[config.mk]
export PLATFORM = sky130hd
export DESIGN_NAME = ifetch_byte_buffer
export DESIGN_NICKNAME = d
export VERILOG_FILES = /design/src/rtl/y86_pkg.sv /design/src/rtl/instr_len_decode.sv /design/src/rtl/ifetch_byte_buffer.sv
export SDC_FILE = /design/constraint.sdc
export NUM_CORES = 1
export LEC_CHECK = 0
export CAP_MARGIN = 20
export CORE_UTILIZATION = 30
export CTS_CLUSTER_SIZE = 24
export DETAILED_ROUTE_END_ITERATION = 16
export PLACE_DENSITY = 0.61
export SLEW_MARGIN = 20
export SYNTH_ARGS = -nofsm -noshare
export SYNTH_HDL_FRONTEND = slang
export SYNTH_SLANG_ARGS = --single-unit
[constraint.sdc]
create_clock -name clk -period 3.6 [get_ports clk]
set_clock_uncertainty 0.15 [all_clocks]
set_input_delay 0.72 -clock clk [delete_from_list [all_inputs] [get_ports clk]]
set_output_delay 0.72 -clock clk [all_outputs]
set_load 0.02 [all_outputs]
[src/rtl/y86_pkg.sv]
// Shared Y86 fetch definitions: icode values, instruction window size and
// the fetch-buffer FSM state encoding.
package y86_pkg;

    localparam logic [3:0] IHALT   = 4'h0;
    localparam logic [3:0] INOP    = 4'h1;
    localparam logic [3:0] IRRMOVQ = 4'h2;
    localparam logic [3:0] IIRMOVQ = 4'h3;
    localparam logic [3:0] IRMMOVQ = 4'h4;
    localparam logic [3:0] IMRMOVQ = 4'h5;
    localparam logic [3:0] IOPQ    = 4'h6;
    localparam logic [3:0] IJXX    = 4'h7;
    localparam logic [3:0] ICALL   = 4'h8;
    localparam logic [3:0] IRET    = 4'h9;
    localparam logic [3:0] IPUSHQ  = 4'hA;
    localparam logic [3:0] IPOPQ   = 4'hB;

    localparam int INSTR_MAX_BYTES = 10;

    typedef logic [1:0] fetch_state_t;

    localparam fetch_state_t ST_IDLE = 2'd0;
    localparam fetch_state_t ST_REQ  = 2'd1;
    localparam fetch_state_t ST_WAIT = 2'd2;
    localparam fetch_state_t ST_DONE = 2'd3;

endpackage

[src/rtl/instr_len_decode.sv]
// Combinational icode -> instruction length decoder, shared with the
// fetch stage. Unknown icodes report length 1 and instr_valid=0.
module instr_len_decode
    import y86_pkg::*;
(
    input  logic [3:0] icode,
    output logic [3:0] len,
    output logic       instr_valid
);

    // Length lookup by instruction class
    always_comb begin
        len         = 4'd1;
        instr_valid = 1'b1;
        case (icode)
            IHALT, INOP, IRET:            len = 4'd1;
            IRRMOVQ, IOPQ, IPUSHQ, IPOPQ: len = 4'd2;
            IJXX, ICALL:                  len = 4'd9;
            IIRMOVQ, IRMMOVQ, IMRMOVQ:    len = 4'd10;
            default: begin
                len         = 4'd1;
                instr_valid = 1'b0;
            end
        endcase
    end

endmodule

[src/rtl/ifetch_byte_buffer.sv]
// Byte-serial instruction fetcher: reads only as many bytes as the icode
// needs from a byte-wide memory and presents a 10-byte window.
module ifetch_byte_buffer
    import y86_pkg::*;
#(
    parameter int unsigned IMEM_SIZE = 1024
)
(
    input  logic        clk,
    input  logic        rst_n,
    input  logic [63:0] pc_in,
    input  logic        pc_valid,
    output logic        pc_ready,
    input  logic        flush,
    output logic        mem_req,
    output logic [63:0] mem_addr,
    input  logic [7:0]  mem_rdata,
    input  logic        mem_rvalid,
    output logic        out_valid,
    input  logic        out_ready,
    output logic [79:0] out_bytes,
    output logic [63:0] out_pc,
    output logic [3:0]  out_len,
    output logic        instr_valid,
    output logic        imem_error
);

    localparam logic [63:0] IMEM_LIMIT = 64'(IMEM_SIZE);
    localparam int          BUF_W      = INSTR_MAX_BYTES * 8;

    fetch_state_t     state_r;
    logic [3:0]       idx_r;
    logic [3:0]       len_r;
    logic [63:0]      pc_r;
    logic [63:0]      addr_r;
    logic             carry_r;
    logic [BUF_W-1:0] buf_r;
    logic             out_valid_r;
    logic             instr_valid_r;
    logic             imem_error_r;
    logic             discard_r;

    logic             range_err_s;
    logic             req_s;
    logic             outstanding_s;
    logic             last_byte_s;
    logic [3:0]       dec_len_s;
    logic             dec_valid_s;
    logic [3:0]       eff_len_s;
    logic [63:0]      addr_inc_s;
    logic             addr_carry_s;

    instr_len_decode u_len_decode (
        .icode       (mem_rdata[7:4]),
        .len         (dec_len_s),
        .instr_valid (dec_valid_s)
    );

    // Address range check, request decode and end-of-instruction detection
    always_comb begin
        range_err_s   = carry_r || (addr_r >= IMEM_LIMIT);
        req_s         = (state_r == ST_REQ) && !range_err_s;
        outstanding_s = req_s || ((state_r == ST_WAIT) && !mem_rvalid);
        {addr_carry_s, addr_inc_s} = {1'b0, addr_r} + 65'd1;
        if (idx_r == 4'd0) begin
            eff_len_s = dec_len_s;
        end else begin
            eff_len_s = len_r;
        end
        last_byte_s = ((idx_r + 4'd1) == eff_len_s);
    end

    // Discard flag: swallows the one response still in flight after a flush
    always_ff @(posedge clk or negedge rst_n) begin
        if (!rst_n) begin
            discard_r <= 1'b0;
        end else begin
            discard_r <= (discard_r && !mem_rvalid) || (flush && outstanding_s);
        end
    end

    // Fetch FSM, byte buffer and presented-instruction registers
    always_ff @(posedge clk or negedge rst_n) begin
        if (!rst_n) begin
            state_r       <= ST_IDLE;
            idx_r         <= 4'd0;
            len_r         <= 4'd0;
            pc_r          <= 64'd0;
            addr_r        <= 64'd0;
            carry_r       <= 1'b0;
            buf_r         <= '0;
            out_valid_r   <= 1'b0;
            instr_valid_r <= 1'b0;
            imem_error_r  <= 1'b0;
        end else if (flush) begin
            state_r     <= ST_IDLE;
            out_valid_r <= 1'b0;
        end else begin
            case (state_r)
                ST_IDLE: begin
                    if (pc_valid && !discard_r) begin
                        pc_r          <= pc_in;
                        addr_r        <= pc_in;
                        carry_r       <= 1'b0;
                        buf_r         <= '0;
                        idx_r         <= 4'd0;
                        len_r         <= 4'(INSTR_MAX_BYTES);
                        instr_valid_r <= 1'b0;
                        imem_error_r  <= 1'b0;
                        state_r       <= ST_REQ;
                    end
                end
                ST_REQ: begin
                    if (range_err_s) begin
                        imem_error_r <= 1'b1;
                        // No icode seen yet, so the length is unknown: report 1
                        if (idx_r == 4'd0) begin
                            len_r <= 4'd1;
                        end
                        state_r <= ST_DONE;
                    end else begin
                        state_r <= ST_WAIT;
                    end
                end
                ST_WAIT: begin
                    if (mem_rvalid) begin
                        for (int i = 0; i < INSTR_MAX_BYTES; i++) begin
                            if (idx_r == 4'(i)) begin
                                buf_r[i*8 +: 8] <= mem_rdata;
                            end
                        end
                        if (idx_r == 4'd0) begin
                            len_r         <= dec_len_s;
                            instr_valid_r <= dec_valid_s;
                        end
                        idx_r   <= idx_r + 4'd1;
                        addr_r  <= addr_inc_s;
                        carry_r <= carry_r | addr_carry_s;
                        state_r <= last_byte_s ? ST_DONE : ST_REQ;
                    end
                end
                ST_DONE: begin
                    if (out_valid_r && out_ready) begin
                        out_valid_r <= 1'b0;
                        state_r     <= ST_IDLE;
                    end else begin
                        out_valid_r <= 1'b1;
                    end
                end
                default: begin
                    state_r <= ST_IDLE;
                end
            endcase
        end
    end

    assign pc_ready    = (state_r == ST_IDLE) && !discard_r;
    assign mem_req     = req_s;
    assign mem_addr    = addr_r;
    assign out_valid   = out_valid_r;
    assign out_bytes   = buf_r;
    assign out_pc      = pc_r;
    assign out_len     = len_r;
    assign instr_valid = instr_valid_r;
    assign imem_error  = imem_error_r;

endmodule

Word-level counts from Yosys, hierarchy flattened
Cells that the tools add are included.
{ "word_totals": {"ff_bits": 223, "in_bits": 78} }
{ "op_classes": {"add_sub_neg": 2, "n_lt_le_gt_ge": 1, "eq_ne": 41, "muxes": 45, "bitwise_logic": 2, "reduce_logical": 39} }
{ "op_table": {"columns": ["operator", "count"], "rows": [
  ["$mux W80", 2],
  ["$pmux W80 S2", 1],
  ["$mux W64", 2],
  ["$pmux W64 S2", 1],
  ["$mux W8", 10],
  ["$add A64 B1 Y65 const B", 1],
  ["$ge A64 B11 Y1 const B", 1],
  ["$reduce_and A5 Y1", 10],
  ["$eq A4 B3 Y1 const B", 8],
  ["$mux W4", 7],
  ["$eq A4 B4 Y1 const B", 6],
  ["$pmux W4 S3", 2],
  ["$ne A2 B1 Y1 const B", 11],
  ["$eq A4 B2 Y1 const B", 4],
  ["$reduce_or A12 Y1", 1],
  ["$mux W1", 10],
  ["$mux W2", 5],
  ["$ne A3 B3 Y1 const B", 3],
  ["$eq A4 B1 Y1 const B", 2],
  ["$logic_not A4 Y1", 2],
  ["$pmux W2 S4", 1],
  ["$pmux W4 S2", 1],
  ["$reduce_and A4 Y1", 2],
  ["$logic_and A1 B1 Y1", 7],
  ["18 further kinds", 30]
]} }

Logic depth before layout (Yosys ltp)
{ "depth": {"ltp_word": 9, "ltp_mapped": 10, "ltp_nobuf": 8} }

Modules after synthesis
A second synthesis with hierarchy kept.
{ "hier_totals": {"hier_cells": 1189, "hier_area_um2": 11512.3} }
{ "by_module_without_submodules": {"columns": ["mod", "instances", "cells_each", "area_each_um2", "seq_area_each_um2"], "rows": [
  ["ifetch_byte_buffer", 1, 1179, 11449.7, 5580.4],
  ["instr_len_decode", 1, 10, 62.6, 0.0]
]} }

Worst setup path before layout
No wires, ideal clock.
{ "synth_timing": {"path_kind": "flip-flop to output port", "startpoint": "register addr_r[44], in the netlist mem_addr[44]", "endpoint": "output port mem_req", "t_arrival_ns": 1.781, "required_time_ns": 2.730, "setup_slack_ns": 0.949, "path_stages_with_launch": 7, "cell_sequence": "dfrtp_1 clkbuf_2 nor4_1 nand4_1 nor4_1 and2_1 clkbuf_1"} }
{ "synth_between": {"elab_chain_cells": 4} }
{ "synth_lines": {"columns": ["element", "line_no", "rtl"], "rows": [
  ["start, declared", "ifetch_byte_buffer.sv:35", "logic [63:0] addr_r;"],
  ["start signal, assigned", "ifetch_byte_buffer.sv:103", "addr_r <= pc_in;"],
  ["start signal, assigned", "ifetch_byte_buffer.sv:137", "addr_r <= addr_inc_s;"],
  ["$ge A64 B11 Y1", "ifetch_byte_buffer.sv:61", "range_err_s = carry_r || (addr_r >= IMEM_LIMIT);"],
  ["$logic_or A1 B1 Y1", "ifetch_byte_buffer.sv:61", null],
  ["$logic_not A1 Y1", "ifetch_byte_buffer.sv:62", "req_s = (state_r == ST_REQ) && !range_err_s;"],
  ["$logic_and A1 B1 Y1", "ifetch_byte_buffer.sv:62", null],
  ["end, declared", "ifetch_byte_buffer.sv:15", "output logic mem_req,"]
]} }
No other way between the ends.

Worst setup path in the final report
{ "layout_timing": {"startpoint": "register addr_r[21], in the netlist mem_addr[21]", "endpoint": "output port mem_req"} }
The elaborated chain is that of the path after synthesis.

==> flow_metrics.tcl <==
set metrics [dict create \
    required_ns 2.73 \
    start_util_pct 30.4 \
    cts_tree "built" \
    max_slew_margin_pct 50.7 \
    pre_cts_slack_ns 0.371 \
    dr_wl_met3_mm 2.73 \
    routabilityCongestion 0.840 \
    ant_nets 0 \
    setup_violations 0 \
    yosysWarnings 0 \
    die_width_um 194 \
    regToRegStartpoint "mem_addr[20]" \
    timing.fmax_ghz 0.295 \
    layout-drive-gt1-share_pct 17.6 \
    synth-seq-area-share_pct 50.3 \
    ys_seq_elements 223 \
    m1WireLength_mm 16.5 \
    die_area_um2 37700 \
    failed_checks "DRC" \
    drv_cap 0 \
    clock_path_buffers 3 \
    synth_cells 1098 \
    drc 1 \
    hold_class "in2async" \
    swShare_pct 40.3 \
    synth_edf_count 0 \
    period_share_pct 94.1 \
    cts_root_buffer "clkbuf_16" \
    seq_power_share_pct 32.3 \
    rsz0062_at_grt "false" \
    p_sw_uw 5230 \
    worst_slack_ns 0.213 \
    wl_per_cell_um 20.3 \
    hold_viol 0 \
    grt_max_degree 83 \
    fin_util_pct 42.9 \
    antenna_found_initial 2 \
    area_growth_pct 41.5 \
    grt_first_pass_wirelength_mm 58.5 \
    grt_usage_pct 19.7 \
    finalSetupTns_ns 0 \
    p_leak_uw 0.00632 \
    pwr-share-comb_pct 45.3 \
    synth_area_per_cell_um2 10.1 \
    ff_latch_area_um2 5580 \
    worstPathArrival_ns 2.52 \
    cts_buffers 28 \
    vias 10100 \
    path_clk_slew_ns 0.06 \
    ff2ff_setup_slack_ns 0.78 \
    synthFlopType "dfrtp_1" \
    ir_drop_mv 0.521 \
    rows 70 \
    worstPathMaxFanout 8 \
    postCtsSetupBuffers 0 \
    worstMarginPinSlew_ns 0.734 \
    r2r-end "mem_addr[47]" \
    drtPass1Iterations 10 \
    power_frac_clock_pct 22.5 \
    cts_sinks 223 \
    via_per_inst 5.39 \
    route.met2.wl_mm 17.5 \
    period_needed_ns 3.39 \
    syn_area_um2 11100 \
    die_height_um 194 \
    async_reset_ff_share_pct 100 \
    cp-start-kind "register" \
    syn-num-nets 1187 \
    synth.distinct_cells 66 \
    multi_input_area_um2 5190 \
    rr_worst_depth 7 \
    internal_power_uw 7770 \
    grt-ovfl-total 0 \
    portBuffers 294 \
    routed.top_layer "met5" \
    cellPowerDensity_nw_per_um2 829 \
    setup.worst_path.class "reg2out" \
    wl_mm 37.9 \
    htree_levels 1 \
    io_pins 295 \
    fillers 3468 \
    grt_pass1_vias 9771 \
    drt_iter0_drc 610 \
    dpl.hpwl_mm 26.5 \
    final_nets 1469 \
    core_um2 36500 \
    status "finished, violations left" \
    worst_setup_path_end_kind "output pin" \
    clock_latency_ns 0.54 \
    slew_violations 0 \
]
how the worst max path moves through the flow:
stage	from	end	slack [ns]
after floorplan	mem_addr[44]	mem_req	0.95
after CTS	mem_addr[57]	mem_req	0.21
after global placement	mem_addr[21]	mem_req	0.44
after global routing	mem_addr[52]	mem_req	0.08
final	mem_addr[21]	mem_req	0.21
after detailed placement	mem_addr[63]	mem_req	0.37
through the flow:
| stage | hold WS (ns) | total power (µW) | instances | cell area (µm²) |
|---|---|---|---|---|
| 2_1_floorplan | 0.274 | 7240 | 1098 | 11100 |
| 3_3_place_gp | 0.317 | 9990 | 1818 | 14700 |
| 3_5_place_dp | 0.325 | 10100 | 1818 | 14700 |
| 4_1_cts | 0.0364 | 13100 | 1868 | 15700 |
| 5_1_grt | 0.0572 | 13700 | 1869 | 15700 |
| 6_report | 0.00738 | 13000 | 1869 | 15700 |
cell usage in the layout (no fill, tap or decap), drive strengths merged, types with 10 or more instances in the layout:
cell type,netlist,layout
and3,29,29
nor3,27,27
mux2i,25,25
o21ai,73,73
nand2b,10,10
and4,15,15
ha,11,11
clkbuf,67,40
nand3,73,73
nor2,89,89
inv,14,14
mux2,65,65
nand2,75,75
buf,15,41
o22ai,44,44
nor4,22,22
dfrtp,223,223
a31o,51,51
clkdlybuf4s50,0,292
nand4,29,29
a21oi,51,51
synthesized netlist by cell type (14+ instances only):
library cell	number	area, µm²
nor3_1	27	135
dfrtp_1	223	5580
mux2i_1	25	250
o21ai_0	73	365
nand4_1	24	150
clkbuf_1	61	229
and3_1	24	150
a31o_2	51	447
inv_1	14	52.6
nor2_1	85	319
nand2_1	75	282
nor4_1	20	125
o22ai_1	44	275
nand3_1	68	340
a21oi_1	51	255
mux2_2	65	732
registers in the layout (all words and copies together) (netlist names):
signal	cells
carry_r	1
discard_r	1
idx_r	4
imem_error	1
instr_valid	1
mem_addr	64
out_bytes	80
out_len	4
out_pc	64
out_valid	1
state_r	2
routing by layer:
layer  track usage, %  vias to the layer above
li1                 -                     4652
met1             26.5                     4960
met2             31.2                      388
met3             4.31                       66
met4             6.50                        2
met5                0                        -
timing repair:
item / CTS / global route
endpoints found under the setup margin: 1 / 0
hold buffers: 0 / 0
gates resized for setup: 8 / 0
endpoints found under the hold margin: 0 / 0
logic make-up (layout without fill, tap and decap cells):
family / Yosys count / in the layout / share of synthesized area [%]
buffers and inverters: 96 / 398 / 3.71
other: 0 / 1 / 0
adders and majority gates: 11 / 11 / 1.24
DFF: 223 / 223 / 50.3
AOI/OAI and AO/OA: 274 / 274 / 16.2
and+or+nand+nor: 401 / 401 / 19.4
muxes: 90 / 90 / 8.86
xor gates and xnor gates: 3 / 3 / 0.237
area by class of cell:
class | count | share of cell area (%)
Clock buffer | 40 | 5.34
Clock inverter | 10 | 0.798
Sequential cell | 223 | 35.6
Timing Repair Buffer | 334 | 21.1
Inverter | 14 | 0.335
Tap cell | 468 | 3.73
Multi-Input combinational cell | 779 | 33.1
Antenna cell | 1 | 0.0160
critical path, stage by stage (launching register included):
cell and delay, ns:
dfrtp_1 0.46, nor4_2 0.34, nand4_1 0.22, nor4_2 0.28, buf_4 0.17, and2_1 0.16
dlygate4sd2_1 0.34
power groups by stage:
stage | combinational, µW | clock [µW] | sequential [µW]
6_report | 5890 | 2920 | 4200
5_1_grt | 6280 | 3090 | 4330
4_1_cts | 5910 | 3010 | 4190
3_5_place_dp | 5880 | 0 | 4190
3_3_place_gp | 5850 | 0 | 4140
2_1_floorplan | 2250 | 0 | 4990
(Power assumes the default switching activity.)
